--- src/rtl/id_ex_stage_reg.sv ---
// ID/EX pipeline register with load-use hazard detection, branch flush,
// memory-stall freeze and a saturating load-use bubble counter.
module id_ex_stage_reg #(
    parameter int DATA_WIDTH   = 32,
    parameter int REG_ID_WIDTH = 6,
    parameter int CTRL_WIDTH   = 12,
    parameter int CNT_WIDTH    = 16
) (
    input  logic                    clk,
    input  logic                    reset,
    input  logic                    id_valid,
    input  logic [REG_ID_WIDTH-1:0] id_rs1,
    input  logic [REG_ID_WIDTH-1:0] id_rs2,
    input  logic                    id_use_rs1,
    input  logic                    id_use_rs2,
    input  logic [REG_ID_WIDTH-1:0] id_rd,
    input  logic                    id_reg_write,
    input  logic                    id_mem_read,
    input  logic                    id_mem_write,
    input  logic [DATA_WIDTH-1:0]   id_data1,
    input  logic [DATA_WIDTH-1:0]   id_data2,
    input  logic [DATA_WIDTH-1:0]   id_imm,
    input  logic [DATA_WIDTH-1:0]   id_pc,
    input  logic [CTRL_WIDTH-1:0]   id_ctrl,
    input  logic                    flush_ex,
    input  logic                    mem_stall,
    output logic                    ex_valid,
    output logic                    ex_reg_write,
    output logic                    ex_mem_read,
    output logic                    ex_mem_write,
    output logic [REG_ID_WIDTH-1:0] ex_rs1,
    output logic [REG_ID_WIDTH-1:0] ex_rs2,
    output logic [REG_ID_WIDTH-1:0] ex_rd,
    output logic [DATA_WIDTH-1:0]   ex_data1,
    output logic [DATA_WIDTH-1:0]   ex_data2,
    output logic [DATA_WIDTH-1:0]   ex_imm,
    output logic [DATA_WIDTH-1:0]   ex_pc,
    output logic [CTRL_WIDTH-1:0]   ex_ctrl,
    output logic                    stall_if_id,
    output logic [CNT_WIDTH-1:0]    load_use_cnt
);

    logic                    r_valid, r_reg_write, r_mem_read, r_mem_write;
    logic [REG_ID_WIDTH-1:0] r_rs1, r_rs2, r_rd;
    logic [DATA_WIDTH-1:0]   r_data1, r_data2, r_imm, r_pc;
    logic [CTRL_WIDTH-1:0]   r_ctrl;
    logic [CNT_WIDTH-1:0]    r_cnt;
    logic                    w_src_match;
    logic                    w_hazard;

    assign w_src_match = (id_use_rs1 && (id_rs1 == r_rd)) ||
                         (id_use_rs2 && (id_rs2 == r_rd));
    assign w_hazard    = r_valid && r_mem_read && (r_rd != '0) && id_valid && w_src_match;
    // A taken branch kills the dependent instruction, so no need to hold IF/ID for it.
    assign stall_if_id = mem_stall || (w_hazard && !flush_ex);

    always_ff @(posedge clk or posedge reset) begin
        if (reset) begin
            r_valid     <= 1'b0;
            r_reg_write <= 1'b0;
            r_mem_read  <= 1'b0;
            r_mem_write <= 1'b0;
            r_rs1       <= '0;
            r_rs2       <= '0;
            r_rd        <= '0;
            r_data1     <= '0;
            r_data2     <= '0;
            r_imm       <= '0;
            r_pc        <= '0;
            r_ctrl      <= '0;
            r_cnt       <= '0;
        end else if (mem_stall) begin
            // Freeze; a pending flush re-asserts once the branch can leave EX.
        end else if (flush_ex || w_hazard) begin
            r_valid     <= 1'b0;
            r_reg_write <= 1'b0;
            r_mem_read  <= 1'b0;
            r_mem_write <= 1'b0;
            r_rs1       <= '0;
            r_rs2       <= '0;
            r_rd        <= '0;
            r_data1     <= '0;
            r_data2     <= '0;
            r_imm       <= '0;
            r_pc        <= '0;
            r_ctrl      <= '0;
            if (!flush_ex && (r_cnt != '1))
                r_cnt <= r_cnt + 1'b1;
        end else begin
            r_valid     <= id_valid;
            r_reg_write <= id_valid && id_reg_write;
            r_mem_read  <= id_valid && id_mem_read;
            r_mem_write <= id_valid && id_mem_write;
            r_rs1       <= id_rs1;
            r_rs2       <= id_rs2;
            r_rd        <= id_rd;
            r_data1     <= id_data1;
            r_data2     <= id_data2;
            r_imm       <= id_imm;
            r_pc        <= id_pc;
            r_ctrl      <= id_ctrl;
        end
    end

    assign ex_valid     = r_valid;
    assign ex_reg_write = r_reg_write;
    assign ex_mem_read  = r_mem_read;
    assign ex_mem_write = r_mem_write;
    assign ex_rs1       = r_rs1;
    assign ex_rs2       = r_rs2;
    assign ex_rd        = r_rd;
    assign ex_data1     = r_data1;
    assign ex_data2     = r_data2;
    assign ex_imm       = r_imm;
    assign ex_pc        = r_pc;
    assign ex_ctrl      = r_ctrl;
    assign load_use_cnt = r_cnt;

endmodule

--- config.mk ---
export PLATFORM = sky130hd
export DESIGN_NAME = id_ex_stage_reg
export DESIGN_NICKNAME = d
export VERILOG_FILES = /design/src/rtl/id_ex_stage_reg.sv
export SDC_FILE = /design/constraint.sdc
export NUM_CORES = 1
export LEC_CHECK = 0
export ABC_AREA = 1
export CORE_AREA = 2 2 177 179
export DETAILED_ROUTE_END_ITERATION = 7
export DIE_AREA = 0 0 179 181
export PLACE_DENSITY_LB_ADDON = 0.15
export SETUP_SLACK_MARGIN = 0.15
export SYNTH_ARGS = -nofsm -noshare
export SYNTH_HDL_FRONTEND = slang
export SYNTH_SLANG_ARGS = --single-unit
--- constraint.sdc ---
create_clock -name clk -period 7.9 [get_ports clk]
set_clock_uncertainty 0.15 [all_clocks]
set_input_delay 1.185 -clock clk [delete_from_list [all_inputs] [get_ports clk]]
set_output_delay 1.185 -clock clk [all_outputs]
set_load 0.005 [all_outputs]
==> metrics list <==
- Buffers on Ports: 346
- The worst path in the final design needs a cycle of 4350 ps, including I/O delays and setup.
- Utilization after layout: 0.392
- Drt total wl: between 20 and 30 mm
- Max-cap violations in this run came to 0.
* Kind of path behind the tightest hold check: register to register
- In this run the vertical extent of the chip is 181 um.
* Most frequent cells in the layout: 395 x sky130_fd_sc_hd__nand2_1, 345 x sky130_fd_sc_hd__clkdlybuf4s50_1, 178 x sky130_fd_sc_hd__dfrtp_1
* Post-synth design cell area: 7570 um2
- Setup repair after global routing left no endpoint under its margin.
- The clock drives between 150 and 200 sinks.
- Setup violations remaining at the end of the flow were counted as 0.
* Cell chosen for the clock root: sky130_fd_sc_hd__clkbuf_16
* Core area: just over 30,000 um2
- Syn Area/Cell: 8.58 um2
* Path type of the worst setup path: input pin to output pin
- Setup total negative slack on the finished layout was measured at 0 ps.
- Maximum level of the CTS H-tree: 4
- Final cycle utilization of the critical path: 0.551
- Worst path max stage delay: 550 ps
- The number of nets handed over by synthesis was around 1.1k.
- Mean routed wirelength per cell: roughly 16 um
* Data required time at the worst endpoint: around 6600 ps
* Global route total overflow: 0
- Register bit count reported by yosys: approximately 180
- Total power draw: between 0.002 and 0.0025 W
* Gate power share: 0.161
- Detail-routed via count per cell: roughly 4.3
- Wire length of the first global-routing pass: roughly 41 mm
- After technology mapping, the gate count stands at roughly 880.
* TritonCTS Buffers: 17
- The cell that appears most often on the critical path is sky130_fd_sc_hd__nand2_1.
* Maximum fanout along the worst path: 3
- STA classifies the critical path startpoint as an input pin.
* Critical Path End Type: output pin
- Pin placement for this block handled between 300 and 400 I/O pins.
- Of the cells placed in the final design, the portion with a size suffix greater than 1 is 0.0479.
- Of the total power, registers draw 0.452.
* Worst Tran Pin Value: 1010 ps
- The final route contains approximately 7.0k vias.
- Fin nets: between 1k and 1.5k
- CTS clock-pin slew for the worst setup and hold paths: roughly 70 ps
- HPWL after detailed placement: approximately 18 mm
- Of the total power, the clock network draws 0.387.
* Number of distinct library cell variants in the gate-level netlist after synthesis: 25
- Quantity of gates resized following cts: 0
- Once the clock tree was built, the setup fixing pass inserted 0 buffers.
* Commonest non-fill, non-tap cell in the layout: sky130_fd_sc_hd__nand2_1
- The count of final max-slew check failures came to 0.
- Proportion of synthesized chip area in sequential cells: 0.589
- At the worst endpoint, the arrival time is about 3000 ps.
- Switching share of power: 0.259
- Headroom to the max-slew limit: 0.330
* Result of the run: finished clean
- Clock insertion delay at the later pin of the skew report: between 400 and 500 ps
- Overall Global Routing Usage: 0.162
- The first TritonRoute pass finished after 5 iterations.
* Post-DRT Antenna Nets: 0
- IR Drop Worst-Case VDD: roughly 0.12 mV
- DRC violations left: 0
- Compared with the post-synthesis result, the final layout area differs by 57.3%.
- Hold violation total from the final report: 0
- Highest achievable clock rate: 230 MHz
* Effective utilization at floorplan: 0.249
- Pin count of the biggest net entering global routing: between 100 and 150
- Cell internal power was estimated by the tool at around 0.0017 W.
- Hold buffer count at CTS: 0
- Clock tree buffer depth: 2
- The die covers around 32,000 um2.
- For this design the static power due to leakage is roughly 5.7 nW.
- Power density over the cells: about 190 nW/um2
- From left edge to right edge, the die measures ~180 um.
* Library cell contributing the largest single delay on the critical path: sky130_fd_sc_hd__clkdlybuf4s50_1
- Switching Power: between 0.0005 and 0.0006 W
* Sequence of cells on the critical path: clkdlybuf4s50_1 -> inv_1 -> a21boi_1 -> nand2_1 -> nor2_1 -> nand2_1 -> nand2_2 -> nand3_2 -> nand2_1 -> clkdlybuf4s50_1
* Last weighted congestion value of the routability-driven placer: a little under 0.8
- The Yosys step of the flow raised 0 warnings.
- The layout has ~3.1k filler cells.
* Vias in the first global route: 6,980
* Initial antenna violation count: 4
* CTS tree: built
- For this block, the initial DRC count from the detailed router was 386.
- After floorplanning, the core was divided into 64 placement rows.
logic make-up (layout without fill, tap and decap cells):
| group | count (synthesis) | count (layout) | synth area share |
|---|---|---|---|
| compound gates | 19 | 19 | 0.0134 |
| xor+xnor | 16 | 16 | 0.0185 |
| fa+ha+maj | 1 | 1 | 0.00165 |
| buf+inv | 82 | 412 | 0.0518 |
| flops | 178 | 178 | 0.589 |
| other cells | 0 | 3 | 0 |
| simple gates | 586 | 586 | 0.326 |
layout make-up:
class | instances | area, um2 | area share
diodes | 3 | 7.51 | 0.000631
clock buffers | 20 | 467 | 0.0392
clock inverters | 12 | 121 | 0.0102
inverters | 30 | 120 | 0.0101
multi-input cells | 622 | 2730 | 0.230
flip-flops and latches | 178 | 4450 | 0.374
well taps | 396 | 495 | 0.0416
repair buffers | 350 | 3500 | 0.294
worst paths after layout:
kind                            slack (ps)                        to            startpoint  cells after the start
worst max-delay path                  3550               stall_if_id             id_rs1[3]                     10
worst min-delay path                   320      ex_pc[8]$_DFFE_PP0N_  ex_pc[8]$_DFFE_PP0N_                      2
worst max register to register        4850      ex_rd[3]$_DFFE_PP0N_  ex_rd[3]$_DFFE_PP0N_                     12
worst min register to register         320      ex_pc[8]$_DFFE_PP0N_  ex_pc[8]$_DFFE_PP0N_                      2
max in group asynchronous             4940  ex_data1[18]$_DFFE_PP0N_                 reset                      3
min in group asynchronous             1150    ex_imm[17]$_DFFE_PP0N_                 reset                      2
power groups by stage:
stage                     Combinational (W)  Sequential, W  Clock (W)
after floorplan                    0.000102        0.00103          0
after global placement             0.000368        0.00103          0
after detailed placement           0.000368        0.00103          0
after CTS                          0.000369        0.00101   0.000898
after global routing               0.000398        0.00102   0.000932
final                              0.000360        0.00101   0.000866
sequential cells by signal, summed over array words and instances (netlist names), 6 cells and up:
signal,count
ex_data1,32
ex_ctrl,12
ex_imm,32
ex_data2,32
ex_rd,6
ex_rs1,6
ex_pc,32
load_use_cnt,16
ex_rs2,6
worst max-delay path, delay by kind of cell:
family          cells  cell delay (ps)
simple gates        6              560
compound gates      1              170
buf+inv             3             1110
cells in the mapped netlist:
cell / count / share of area
sky130_fd_sc_hd__buf_4: 1 / 0.00099
sky130_fd_sc_hd__buf_6: 8 / 0.012
sky130_fd_sc_hd__clkbuf_1: 27 / 0.013
sky130_fd_sc_hd__nor2_2: 1 / 0.00083
sky130_fd_sc_hd__o22ai_1: 1 / 0.00083
sky130_fd_sc_hd__nor2_4: 2 / 0.0030
sky130_fd_sc_hd__nand2_1: 395 / 0.20
sky130_fd_sc_hd__ha_1: 1 / 0.0017
sky130_fd_sc_hd__inv_1: 19 / 0.0094
sky130_fd_sc_hd__nand4_1: 6 / 0.0050
sky130_fd_sc_hd__xor2_1: 8 / 0.0093
sky130_fd_sc_hd__nand2_2: 4 / 0.0033
sky130_fd_sc_hd__nand3_1: 158 / 0.10
sky130_fd_sc_hd__nor2_1: 12 / 0.0060
sky130_fd_sc_hd__o21ai_0: 15 / 0.0099
sky130_fd_sc_hd__dfrtp_1: 178 / 0.59
sky130_fd_sc_hd__nor3_1: 5 / 0.0033
sky130_fd_sc_hd__nand3_2: 2 / 0.0026
sky130_fd_sc_hd__inv_2: 10 / 0.0050
sky130_fd_sc_hd__xnor2_1: 8 / 0.0093
sky130_fd_sc_hd__nand4_2: 1 / 0.0017
sky130_fd_sc_hd__a21boi_1: 2 / 0.0020
sky130_fd_sc_hd__clkinv_1: 1 / 0.00050
sky130_fd_sc_hd__buf_2: 16 / 0.011
sky130_fd_sc_hd__o21ai_1: 1 / 0.00066
metrics by stage:
step	worst slack, ps	hold WS, ps	cells	area [um2]
finish	3550	323	1611	11900
global route	3360	344	1610	11900
CTS	3480	329	1608	11900
detailed placement	3480	312	1576	11300
global placement	3450	309	1576	11300
floorplan	1730	320	882	7570
routing by layer:
metal	up-vias	GRT usage	wire, um
met3	27	0.0593	2300
met1	3256	0.207	11500
met5	-	0	12
li1	3444	-	-
met4	2	0.0501	508
met2	228	0.254	12000
Note: power is estimated with default switching activity, not from simulation.
